**src/rtl/ebus_io_ctl_pkg.sv**
```systemverilog
// Shared EBUS definitions for the EBOX I/O sequencer: function codes, bus widths, decode helpers.
package ebus_io_ctl_pkg;

    localparam int EBUS_DEV_W  = 7;
    localparam int EBUS_DATA_W = 36;

    typedef enum logic [2:0] {
        CONO  = 3'b000,
        CONI  = 3'b001,
        DATAO = 3'b010,
        DATAI = 3'b011
    } tEBUSFunc;

    // Function bits use PDP-10 numbering: bit 0 is the MSB.
    function automatic logic isReadFunc(input logic [0:2] f);
        return f[2];
    endfunction

    function automatic logic isReservedFunc(input logic [0:2] f);
        return f[0];
    endfunction

endpackage

```
**src/rtl/ebus_io_timer.sv**
```systemverilog
// Down-counter with saturating expiry; times both the SETUP hold-off and the DEMAND/RELEASE abort window.
module ebus_io_timer #(
    parameter int W = 7
) (
    input  logic         clk,
    input  logic         rst,
    input  logic         load,
    input  logic         count,
    input  logic [W-1:0] loadVal,
    output logic         expired
);

    logic [W-1:0] cnt;

    always_ff @(posedge clk or posedge rst) begin
        if (rst)
            cnt <= '0;
        else if (load)
            cnt <= loadVal;
        else if (count && cnt != '0)
            cnt <= cnt - W'(1);
    end

    assign expired = (cnt == '0);

endmodule

```
**src/rtl/ebus_io_ctl.sv**
```systemverilog
// EBOX-side EBUS I/O sequencer: one CONO/CONI/DATAO/DATAI request becomes a CS/func/demand/xfer handshake.
module ebus_io_ctl
    import ebus_io_ctl_pkg::*;
#(
    parameter int SETUP_CYC   = 2,
    parameter int TIMEOUT_CYC = 64
) (
    input  logic                   eboxClk,
    input  logic                   eboxReset,
    input  logic                   ioReq,
    input  logic [0:2]             ioFunc,
    input  logic [3:9]             ioDev,
    input  logic [0:EBUS_DATA_W-1] ioDataOut,
    output logic                   ioBusy,
    output logic                   ioDone,
    output logic                   ioTimeout,
    output logic [0:EBUS_DATA_W-1] ioDataIn,
    output logic [3:9]             ebusCS,
    output logic [0:2]             ebusFunc,
    output logic                   ebusDemand,
    input  logic                   ebusXfer,
    input  logic [0:EBUS_DATA_W-1] ebusDataIn,
    output logic [0:EBUS_DATA_W-1] ebusDataOut,
    output logic                   ebusDriveData
);

    localparam int CNT_MAX = (TIMEOUT_CYC > SETUP_CYC) ? TIMEOUT_CYC : SETUP_CYC;
    localparam int CNT_W   = $clog2(CNT_MAX + 1);
    localparam logic [CNT_W-1:0] SETUP_LOAD = CNT_W'(SETUP_CYC - 1);
    localparam logic [CNT_W-1:0] TO_LOAD    = CNT_W'(TIMEOUT_CYC - 1);

    typedef enum logic [2:0] {IDLE, SETUP, DEMAND, RELEASE, DONE} tIOState;

    tIOState                state, stateNext;
    logic [0:2]             funcQ;
    logic [3:9]             devQ;
    logic [0:EBUS_DATA_W-1] dataQ, rdData;
    logic                   toFlag;
    logic                   tmrLoad, tmrCount, tmrExpired;
    logic [CNT_W-1:0]       tmrVal;
    logic                   accept, capture, setTo, active;

    ebus_io_timer #(.W(CNT_W)) uTimer (
        .clk     (eboxClk),
        .rst     (eboxReset),
        .load    (tmrLoad),
        .count   (tmrCount),
        .loadVal (tmrVal),
        .expired (tmrExpired)
    );

    always_ff @(posedge eboxClk or posedge eboxReset) begin
        if (eboxReset)
            state <= IDLE;
        else
            state <= stateNext;
    end

    always_comb begin
        stateNext = state;
        tmrLoad   = 1'b0;
        tmrVal    = '0;
        accept    = 1'b0;
        capture   = 1'b0;
        setTo     = 1'b0;
        unique case (state)
            IDLE: if (ioReq) begin
                accept = 1'b1;
                if (isReservedFunc(ioFunc)) begin
                    stateNext = DONE;
                    setTo     = 1'b1;
                end else begin
                    stateNext = SETUP;
                    tmrLoad   = 1'b1;
                    tmrVal    = SETUP_LOAD;
                end
            end
            // A device still holding xfer from a previous cycle blocks demand indefinitely.
            SETUP: if (tmrExpired && !ebusXfer) begin
                stateNext = DEMAND;
                tmrLoad   = 1'b1;
                tmrVal    = TO_LOAD;
            end
            DEMAND: if (ebusXfer) begin
                stateNext = RELEASE;
                capture   = isReadFunc(funcQ);
                tmrLoad   = 1'b1;
                tmrVal    = TO_LOAD;
            end else if (tmrExpired) begin
                stateNext = DONE;
                setTo     = 1'b1;
            end
            RELEASE: if (!ebusXfer) begin
                stateNext = DONE;
            end else if (tmrExpired) begin
                stateNext = DONE;
                setTo     = 1'b1;
            end
            DONE:    stateNext = IDLE;
            default: stateNext = IDLE;
        endcase
    end

    assign tmrCount = (state == SETUP) || (state == DEMAND) || (state == RELEASE);

    // Read data is cleared at accept so a timed-out read returns zero.
    always_ff @(posedge eboxClk or posedge eboxReset) begin
        if (eboxReset) begin
            funcQ  <= '0;
            devQ   <= '0;
            dataQ  <= '0;
            rdData <= '0;
            toFlag <= 1'b0;
        end else begin
            if (accept) begin
                funcQ  <= ioFunc;
                devQ   <= ioDev;
                dataQ  <= ioDataOut;
                rdData <= '0;
                toFlag <= setTo;
            end else if (setTo) begin
                toFlag <= 1'b1;
            end
            if (capture)
                rdData <= ebusDataIn;
        end
    end

    assign active        = (state == SETUP) || (state == DEMAND) || (state == RELEASE);
    assign ioBusy        = (state != IDLE);
    assign ioDone        = (state == DONE);
    assign ioTimeout     = ioDone && toFlag;
    assign ioDataIn      = rdData;
    assign ebusCS        = active ? devQ : '0;
    assign ebusFunc      = active ? funcQ : '0;
    assign ebusDemand    = (state == DEMAND);
    assign ebusDriveData = active && !isReadFunc(funcQ);
    assign ebusDataOut   = ebusDriveData ? dataQ : '0;

endmodule

```
**config.mk**
```make
export PLATFORM = sky130hd
export DESIGN_NAME = ebus_io_ctl
export DESIGN_NICKNAME = d
export VERILOG_FILES = /design/src/rtl/ebus_io_ctl_pkg.sv /design/src/rtl/ebus_io_timer.sv /design/src/rtl/ebus_io_ctl.sv
export SDC_FILE = /design/constraint.sdc
export NUM_CORES = 1
export LEC_CHECK = 0
export CAP_MARGIN = 20
export CORE_MARGIN = 5
export CORE_UTILIZATION = 45
export CTS_CLUSTER_SIZE = 10
export DETAILED_ROUTE_END_ITERATION = 12
export GPL_ROUTABILITY_DRIVEN = 1
export PLACE_DENSITY = 0.91
export SLEW_MARGIN = 20
export SYNTH_ARGS = -nofsm -noshare
export SYNTH_HDL_FRONTEND = slang
export SYNTH_HIERARCHICAL = 1
export SYNTH_SLANG_ARGS = --single-unit
```
**constraint.sdc**
```tcl
create_clock -name eboxClk -period 4.69 [get_ports eboxClk]
set_input_delay 1.1725 -clock eboxClk [delete_from_list [all_inputs] [get_ports eboxClk]]
set_output_delay 1.1725 -clock eboxClk [all_outputs]
set_load 0.02 [all_outputs]
```
==> results of run 1 <==
==> cell families after synthesis <==
kind of cell    share of synthesized area (%)
simple gates                             27.0
flops                                    52.5
buf+inv                                  6.83
mux                                      8.13
compound gates                           5.00
fa+ha+maj                               0.282
other cells                            0.0846
xor+xnor                                0.198
==> metal layers <==
metal	up-vias	wire length [um]
met3	18	760
met5	-	0
met1	1838	4660
li1	1884	-
met4	0	189
met2	134	5810
==> sequential cells by signal (all words and copies together) (netlist names) <==
| register | flops |
|---|---|
| ioDataIn | 36 |
| toFlag | 1 |
| dataQ | 36 |
| devQ | 7 |
| uTimer/cnt | 7 |
| state | 3 |
| funcQ | 3 |
==> tightest hold or removal path: stages (launching register included) <==
cell,delay (ns)
dfrtp_1,0.34
nand2_1,0.05
nand2_1,0.06
==> layout make-up <==
cell class / count / area (um2)
fillers: 783 / 3190
flip-flops and latches: 93 / 2330
multi-input cells: 332 / 1820
repair buffers: 177 / 1770
inverters: 45 / 171
well taps: 133 / 166
clock buffers: 9 / 124
clock inverters: 7 / 121
==> power breakdown <==
group	internal, W	switching (W)	total [W]
sequential	0.00104	0.000158	0.00119
combinational	0.000683	0.000796	0.00148
clock	0.000358	0.000286	0.000644
total	0.00208	0.00124	0.00332
==> synth_stat cells (2+ instances only) <==
cell type	number	area, um2
a211o_1	2	17.5
a21oi_1	10	50.1
a32oi_1	2	17.5
and2_1	46	288
and3_1	2	12.5
buf_2	18	90.1
clkbuf_1	9	33.8
dfrtp_1	93	2330
inv_1	45	169
mux2i_1	36	360
nand2_1	178	668
nand2b_1	3	18.8
nand3_1	2	10.0
nor2_1	7	26.3
nor2b_1	5	31.3
nor3_1	2	10.0
nor3b_1	2	15.0
nor4_1	2	12.5
nor4b_1	2	17.5
o211ai_1	3	22.5
o21ai_0	3	15.0
o22ai_1	2	12.5
or3_1	2	12.5
or4b_1	2	20.0
==> through the flow <==
stage / worst slack (ns) / instance area (um2)
after floorplan: 1.30 / 4430
after global placement: 1.08 / 6230
after detailed placement: 0.963 / 6250
after CTS: 1.08 / 6500
after global routing: 0.905 / 6500
final: 1.09 / 6500
==> worst min-delay path by stage <==
stage | from | slack [ns] | depth (start not counted) | end
floorplan | dataQ[0] | 0.44 | 2 | dataQ[0]
finish | devQ[5] | 0.47 | 2 | devQ[5]
global route | dataQ[34] | 0.49 | 2 | dataQ[34]
detailed placement | devQ[8] | 0.45 | 2 | devQ[8]
global placement | dataQ[25] | 0.45 | 2 | dataQ[25]
CTS | devQ[8] | 0.48 | 2 | devQ[8]
==> out/metrics.yaml, run 1 <==
timing:
  tightest_slew_ns: 0.835
  max_freq_mhz: 278
  layout_min_cycle_time_ns: 3.60
  hold_ws_ns: 0.473
  clock_skew_ns: 0.0113
  final.period_utilization_pct: 76.7
  rsz0062_at_grt: "no"
  finalHoldViolCount: 0
  setup_viol: 0
  drv_slew: 0
  maxSlewHeadroom_pct: 44.3
  tns_ns: 0
cells_and_area:
  final_cells: 796
  layout_commonest_cell: "nand2_1"
  final_core_util_pct: 67.1
  fin_nets: 745
  syn2layout_area_growth_pct: 46.6
  layout_common_cells: "178 x nand2_1, 172 x clkdlybuf4s50_1, 93 x dfrtp_1"
  drive_above_1_share_pct: 4.68
  n_antenna_cell: 0
min_path:
  hold_class: "flip-flop to flip-flop"
die:
  start_util_pct: 45.8
  io_pins: 173
  die-area_um2: 11900
  core_area_um2: 9680
  rows: 36
  fp.dieW_um: 109
  die_y_um: 109
synth:
  synth_cell_type_count: 44
  synthFlopType: "dfrtp_1"
  synth_nets: 585
  synth_edf_count: 0
  ys_ff_latch: 93
  syn_area_per_cell_um2: 8.90
  ys_warn_count: 6
  netlist_instances: 498
  async_flop_share_pct: 100
  ys_seq_area_share_pct: 52.5
  syn_area_um2: 4430
place:
  dp_hpwl_mm: 8.47
  gp_congestion: 0.828
  port-buffer-count: 172
  dp.cells: 780
worst_setup_path:
  path_cells: "nor2_1 > nor3_2 > buf_4 > and2_1 > clkdlybuf4s50_1"
  path_buf_inv: 2
  path_max_fanout: 37
  crit_cells: 5
  worstPathRequired_ns: 3.52
  path_delay_family: "buffers and inverters"
  path_class: "flip-flop to output pin"
  cp-start-kind: "flip-flop"
  worstPathArrival_ns: 2.42
  crit_start: "state[1]"
  crit_end: "ebusDataOut[8]"
  cp_slowest_cell: "clkdlybuf4s50_1"
  slowest_delay_ns: 0.63
  regToRegSetupSlack_ns: 1.99
  cp-end-kind: "output pin"
  r2r-end: "uTimer/cnt[5]"
  reg2reg_from: "state[2]"
  rr_worst_depth: 6
route:
  drt_first_iter_violations: 221
  wl_per_cell_um: 14.3
  via_per_inst: 4.87
  ant_nets: 0
  routed_wl_mm: 11.4
  drt-pass1-iter-count: 4
  vias: 3874
  drc: 0
run_status:
  status: "finished, final reports clean"
clock_network:
  clock_latency_ns: 0.35
  htreeDepth: 3
  numCtsBuffers: 9
  path_clk_slew_ns: 0.09
  cts_setup_buffers: 0
  cts_tree: "yes"
  hold_buffers: 0
  clock_sinks: 93
  root_buffer: "clkbuf_8"
  clk_path_buf_depth: 2
  cts_resized: 0
run:
  drv_cap: 0
global_routing:
  grt_overflow: 0
  grtUsageMet2_pct: 35.1
  met3_usage_pct: 4.38
  grt_pass1_wl_mm: 19.0
  grt.busiest_layer: "met2"
  grt_max_degree: 85
  grt.total_usage_pct: 20.1
  antenna_found_initial: 0
  gr-usage-met1_pct: 24.9
  grt_pass1_vias: 3967
power:
  p_per_area_nw_per_um2: 510
  power_w: 0.00332
  p_leak_nw: 3.31
  irDropWorstVdd_mv: 0.242
Power figures use the tool's default switching activity.
==> run 2, diff against run 1 <==
--- a/config.mk
+++ b/config.mk
@@ -7,11 +7,11 @@
 export LEC_CHECK = 0
 export CAP_MARGIN = 20
 export CORE_MARGIN = 5
-export CORE_UTILIZATION = 45
+export CORE_UTILIZATION = 44
 export CTS_CLUSTER_SIZE = 10
 export DETAILED_ROUTE_END_ITERATION = 12
 export GPL_ROUTABILITY_DRIVEN = 1
-export PLACE_DENSITY = 0.91
+export PLACE_DENSITY = 0.9
 export SLEW_MARGIN = 20
 export SYNTH_ARGS = -nofsm -noshare
 export SYNTH_HDL_FRONTEND = slang
==> constraint.sdc (replaced) <==
create_clock -name eboxClk -period 3.7 [get_ports eboxClk]
set_input_delay 0.925 -clock eboxClk [delete_from_list [all_inputs] [get_ports eboxClk]]
set_output_delay 0.925 -clock eboxClk [all_outputs]
set_load 0.02 [all_outputs]
==> run 2 against run 1 <==
Critical path depth stayed put. Worst hold slack better by 0.0011 ns. Routed wire length is 4.3% higher. Combinational power rose by 28%. Clock skew rose by 0.0026 ns.
==> out/metrics.yaml, run 2 (same netlist as run 1, synthesis figures left out) <==
worst_setup_path:
  reg2reg_from: "uTimer/cnt[3]"
  r2r-end: "uTimer/cnt[5]"
  path_cells: "nor2_1 > nor3_4 > buf_4 > and2_1 > clkdlybuf4s50_1"
  cp-start-kind: "flip-flop"
  rr_worst_depth: 8  # +2
  worstPathRequired_ns: 2.77  # -0.75 ns
  cp_slowest_cell: "clkdlybuf4s50_1"
  worstPathArrival_ns: 2.43  # about the same
  slowest_delay_ns: 0.62  # about the same
  cp-end-kind: "output pin"
  path_max_fanout: 36  # -2.7%
  path_class: "flip-flop to output pin"
  crit_start: "state[1]"
  regToRegSetupSlack_ns: 1.21  # -0.78 ns
clock_network:
  cts_setup_buffers: 0  # unchanged
  root_buffer: "clkbuf_8"
  hold_buffers: 0  # unchanged
  path_clk_slew_ns: 0.10  # about the same
  clock_latency_ns: 0.35  # about the same
  cts_tree: "yes"
  numCtsBuffers: 9  # unchanged
  htreeDepth: 3  # unchanged
  cts_resized: 0  # unchanged
  clock_sinks: 93  # unchanged
  clk_path_buf_depth: 2  # unchanged
route:
  via_per_inst: 4.92  # +1.1%
  drt_first_iter_violations: 207  # -6.3%
  drc: 0  # unchanged
  wl_per_cell_um: 14.9  # +4.1%
  routed_wl_mm: 11.9  # +4.3%
  drt-pass1-iter-count: 4  # unchanged
  vias: 3927  # +1.4%
  ant_nets: 0  # unchanged
timing:
  fin_ws_ns: 0.344  # -0.748 ns
  tightest_slew_ns: 0.846  # +0.0115 ns
  rsz0062_at_grt: "no"
  tns_ns: 0  # unchanged
  layout_min_cycle_time_ns: 3.36
  setup_viol: 0  # unchanged
  maxSlewHeadroom_pct: 43.6  # -0.77 points
  finalHoldViolCount: 0  # unchanged
  max_freq_mhz: 298
  drv_slew: 0  # unchanged
  clock_skew_ns: 0.0140  # +0.00263 ns
  final.period_utilization_pct: 90.7
cells_and_area:
  drive_above_1_share_pct: 4.81  # +0.14 points
  fin_nets: 747  # +0.27%
  n_fill_cell: 800  # +2.2%
  syn2layout_area_growth_pct: 45.8
  final_core_util_pct: 65.8  # -1.3 points
  layout_common_cells: "178 x nand2_1, 172 x clkdlybuf4s50_1, 93 x dfrtp_1"
  n_antenna_cell: 0  # unchanged
  layout_commonest_cell: "nand2_1"
  fin_area_um2: 6460  # -0.58%
  multi_input_area_um2: 1820  # +0.34%
  ff_latch_area_um2: 2330  # unchanged
global_routing:
  antenna_found_initial: 0  # unchanged
  grt_pass1_wl_mm: 18.9  # -0.58%
  grt.total_usage_pct: 19.7  # -0.34 points
  grt_pass1_vias: 4065  # +2.5%
  grt_max_degree: 84  # -1.2%
  grt_overflow: 0  # unchanged
place:
  dp_hpwl_mm: 8.94  # +5.5%
  port-buffer-count: 172  # unchanged
  dpl_worst_slack_ns: 0.754  # -0.208 ns
  post_dp_cell_area_um2: 6270  # +0.34%
  gp_congestion: 0.957  # +16%
min_path:
  min_to: "dataQ[21]"
  hold_class: "flip-flop to flip-flop"
  hold_depth: 2  # unchanged
  worstHoldStart: "dataQ[21]"
die:
  die-area_um2: 12200  # +2.1%
  io_pins: 173  # unchanged
  core_area_um2: 9820  # +1.4%
  start_util_pct: 45.1  # -0.63 points
  rows: 36  # unchanged
  fp.dieW_um: 110  # +1.0%
  die_y_um: 110  # +1.0%
power:
  power_w: 0.00405  # +22%
  p_leak_nw: 3.28  # -0.83%
  p_per_area_nw_per_um2: 626  # +23%
  irDropWorstVdd_mv: 0.299  # +23%
run_status:
  status: "finished, final reports clean"
run:
  drv_cap: 0  # unchanged
-- run 2: cell count changes in the layout (fill, tap and decap cells not counted), sizes merged --
cell,previous run,this run
bufinv,3,0
clkbuf,9,12
inv,47,44
buf,5,7
clkinvlp,0,2
clkinv,2,3
-- run 2: metrics by stage --
stage / hold slack, ns / std cells
5_1_grt: 0.487 / 798
6_report: 0.474 / 798
2_1_floorplan: 0.437 / 498
3_3_place_gp: 0.449 / 782
3_5_place_dp: 0.455 / 782
4_1_cts: 0.478 / 798
-- run 2: layout make-up --
type,count,area share (%)
multi-input cells,332,28.2
inverters,45,2.63
clock buffers,12,2.40
well taps,133,2.58
flip-flops and latches,93,36.0
clock inverters,4,0.503
repair buffers,179,27.7
-- run 2: worst max-delay path, delay by kind of cell, from the launching register on --
kind                   cells  cell delay, ns
buffers and inverters      2            0.92
DFF                        1            0.60
and+or+nand+nor            3            0.55
-- run 2: how the worst max path moves through the flow --
| stage | end | slack, ns |
|---|---|---|
| finish | ebusDataOut[17] | 0.34 |
| global route | ebusDataOut[17] | 0.16 |
| CTS | ebusDataOut[17] | 0.35 |
| detailed placement | uTimer/cnt[0] | 0.75 |
| global placement | uTimer/cnt[0] | 0.80 |
| floorplan | dataQ[0] | 0.55 |
-- run 2: report_power, final --
group / switching (W) / leakage [nW] / internal (W)
logic: 0.00101 / 1.98 / 0.000876
clock network: 0.000356 / 0.0888 / 0.000284
registers: 0.000205 / 1.21 / 0.00131
-- run 2: per-layer routing --
layer	up-vias	track usage, %	part of all wire (%)
met5	-	0	0
met4	0	8.09	1.7
met3	18	4.72	8.4
met2	153	34.5	51
met1	1879	23.3	39
li1	1877	-	-
==> run 3, diff against run 2 <==
--- a/config.mk
+++ b/config.mk
@@ -7,11 +7,12 @@
 export LEC_CHECK = 0
 export CAP_MARGIN = 20
 export CORE_MARGIN = 5
-export CORE_UTILIZATION = 44
+export CORE_UTILIZATION = 45
 export CTS_CLUSTER_SIZE = 10
 export DETAILED_ROUTE_END_ITERATION = 12
+export DONT_BUFFER_PORTS = 1
 export GPL_ROUTABILITY_DRIVEN = 1
-export PLACE_DENSITY = 0.9
+export PLACE_DENSITY = 0.69
 export SLEW_MARGIN = 20
 export SYNTH_ARGS = -nofsm -noshare
 export SYNTH_HDL_FRONTEND = slang
==> run 3 against run 2 <==
Global-route usage shrank 2.9 points. Worst hold slack lost 0.090 ns. Final cell count decreased by 22%. Final area down 26%. Critical endpoint is now ebusDataOut[1]. Clock skew decreased by 0.0060 ns. Sequential share of layout area grew 13 points. Via count decreased by 19%. Total power decreased by 12%.
==> out/metrics.yaml, run 3 (same netlist as run 1, synthesis figures left out) <==
clock_network:
  cts_resized: 0  # unchanged
  root_buffer: "clkbuf_8"
  cts_tree: "yes"
  htreeDepth: 3  # unchanged
  clock_latency_ns: 0.36  # about the same
  clk_path_buf_depth: 2  # unchanged
  path_clk_slew_ns: 0.09  # about the same
  clock_sinks: 93  # unchanged
  numCtsBuffers: 9  # unchanged
  hold_buffers: 0  # unchanged
  cts_setup_buffers: 0  # unchanged
worst_setup_path:
  cp-start-kind: "flip-flop"
  path_class: "flip-flop to output pin"
  regToRegSetupSlack_ns: 0.91  # -0.30 ns
  path_max_fanout: 37  # +2.8%
  worstPathArrival_ns: 2.29  # -0.14 ns
  worstPathRequired_ns: 2.77  # about the same
  crit_start: "state[0]"
  cp-end-kind: "output pin"
  reg2reg_from: "uTimer/cnt[3]"
place:
  port-buffer-count: 0  # -100%
  dpl_worst_slack_ns: 0.873  # +0.119 ns
  dp_hpwl_mm: 7.08  # -21%
  gp_congestion: 0.814  # -15%
  dp.cells: 609  # -22%
global_routing:
  grt_max_degree: 84  # unchanged
  grt_overflow: 0  # unchanged
  grt_pass1_vias: 3174  # -22%
  antenna_found_initial: 0  # unchanged
  grt_pass1_wl_mm: 15.6  # -18%
  grt.total_usage_pct: 16.8  # -2.9 points
route:
  routed_wl_mm: 9.81  # -18%
  via_per_inst: 5.08  # +3.2%
  route.met2.wl_mm: 4.71  # -23%
  drt-pass1-iter-count: 4  # unchanged
  drt_first_iter_violations: 242  # +17%
  ant_nets: 0  # unchanged
  highest_layer: "met4"
  wl_per_cell_um: 15.7  # +5.2%
  vias: 3175  # -19%
  wl_met1_mm: 3.85  # -16%
  drc: 0  # unchanged
  wl_met3_mm: 1.06  # +5.7%
timing:
  tightest_slew_ns: 1.00  # +0.154 ns
  tns_ns: 0  # unchanged
  rsz0062_at_grt: "no"
  fin_ws_ns: 0.486  # +0.142 ns
  finalHoldViolCount: 0  # unchanged
  hold_ws_ns: 0.384  # -0.0903 ns
  drv_slew: 0  # unchanged
  layout_min_cycle_time_ns: 3.21  # -0.142 ns
  setup_viol: 0  # unchanged
  final.period_utilization_pct: 86.9  # -3.8 points
  max_freq_mhz: 311  # +4.4%
  clock_skew_ns: 0.00796  # -0.00602 ns
  maxSlewHeadroom_pct: 33.1  # -11 points
power:
  power_w: 0.00358  # -12%
  irDropWorstVdd_mv: 0.268  # -10%
  intPower_w: 0.00211  # -15%
  p_seq_share_pct: 42.6  # +5.1 points
  p_comb_share_pct: 36.0  # -11 points
  p_leak_nw: 2.66  # -19%
  switching_power_w: 0.00147  # -6.4%
  p_per_area_nw_per_um2: 750  # +20%
  switching_share_pct: 41.1  # +2.2 points
  power_frac_clock_pct: 21.4  # +5.6 points
min_path:
  hold_class: "input port to asynchronous set/reset pin"
cells_and_area:
  ff_latch_area_um2: 2330  # unchanged
  multi_input_area_um2: 1820  # -0.21%
  final_cells: 625  # -22%
  n_fill_cell: 924  # +16%
  syn2layout_area_growth_pct: 7.68
  fin_nets: 574  # -23%
  drive_above_1_share_pct: 6.50  # +1.7 points
  n_antenna_cell: 0  # unchanged
  layout_common_cells: "178 x nand2_1, 93 x dfrtp_1, 46 x and2_1"
  layout_commonest_cell: "nand2_1"
die:
  core_area_um2: 9680  # -1.4%
  die-area_um2: 11900  # -2.0%
  io_pins: 173  # unchanged
  rows: 36  # unchanged
  start_util_pct: 45.8  # +0.63 points
  fp.dieW_um: 109  # -1.0%
  die_y_um: 109  # -1.0%
run:
  drv_cap: 0  # unchanged
run_status:
  status: "finished, final reports clean"
==> run 3: cell types whose count changed in the layout (fill, tap and decap cells not counted), sizes merged <==
cell	before	now
bufinv	0	2
clkdlybuf4s50	172	0
clkbuf	12	10
clkinvlp	2	1
buf	7	6
inv	44	45
==> run 3: layout make-up <==
cell class	instances	area share [%]
well taps	133	3.49
repair buffers	6	1.21
multi-input cells	332	38.1
clock buffers	10	2.88
clock inverters	6	1.97
flip-flops and latches	93	48.8
inverters	45	3.57
==> run 3: final timing paths <==
| kind | endpoint | depth (start not counted) |
|---|---|---|
| min in group eboxClk | devQ[9] | 2 |
| worst max-delay path | ebusDataOut[1] | 3 |
| worst min-delay path | uTimer/cnt[1] | 1 |
| worst max register to register | uTimer/cnt[5] | 7 |
| worst min register to register | devQ[9] | 2 |
| max in group asynchronous | dataQ[11] | 2 |
==> run 3: power by group through the flow <==
stage                     sequential [W]  clock, W  combinational, W
after floorplan                  0.00146         0           0.00114
after global placement           0.00153         0           0.00127
after detailed placement         0.00155         0           0.00131
after CTS                        0.00153  0.000801           0.00131
after global routing             0.00157  0.000840           0.00145
final                            0.00153  0.000768           0.00129
==> run 3: worst max-delay path: stages, from the launching register on <==
cell and delay, ns:
dfrtp_1 0.57, nor2_1 0.18, nor3_4 0.78, and2_1 0.37
==> run 3: layer usage <==
metal | up-vias | GRT usage [%]
met2 | 133 | 27.0
met1 | 1494 | 20.0
li1 | 1531 | -
met3 | 17 | 6.16
met5 | - | 0
met4 | 0 | 8.01
==> run 3: stage by stage <==
stage / cell area (um2) / utilization (%)
CTS: 4770 / 49.3
finish: 4770 / 49.3
global route: 4770 / 49.3
floorplan: 4430 / -
global placement: 4540 / 46.9
detailed placement: 4540 / 46.9
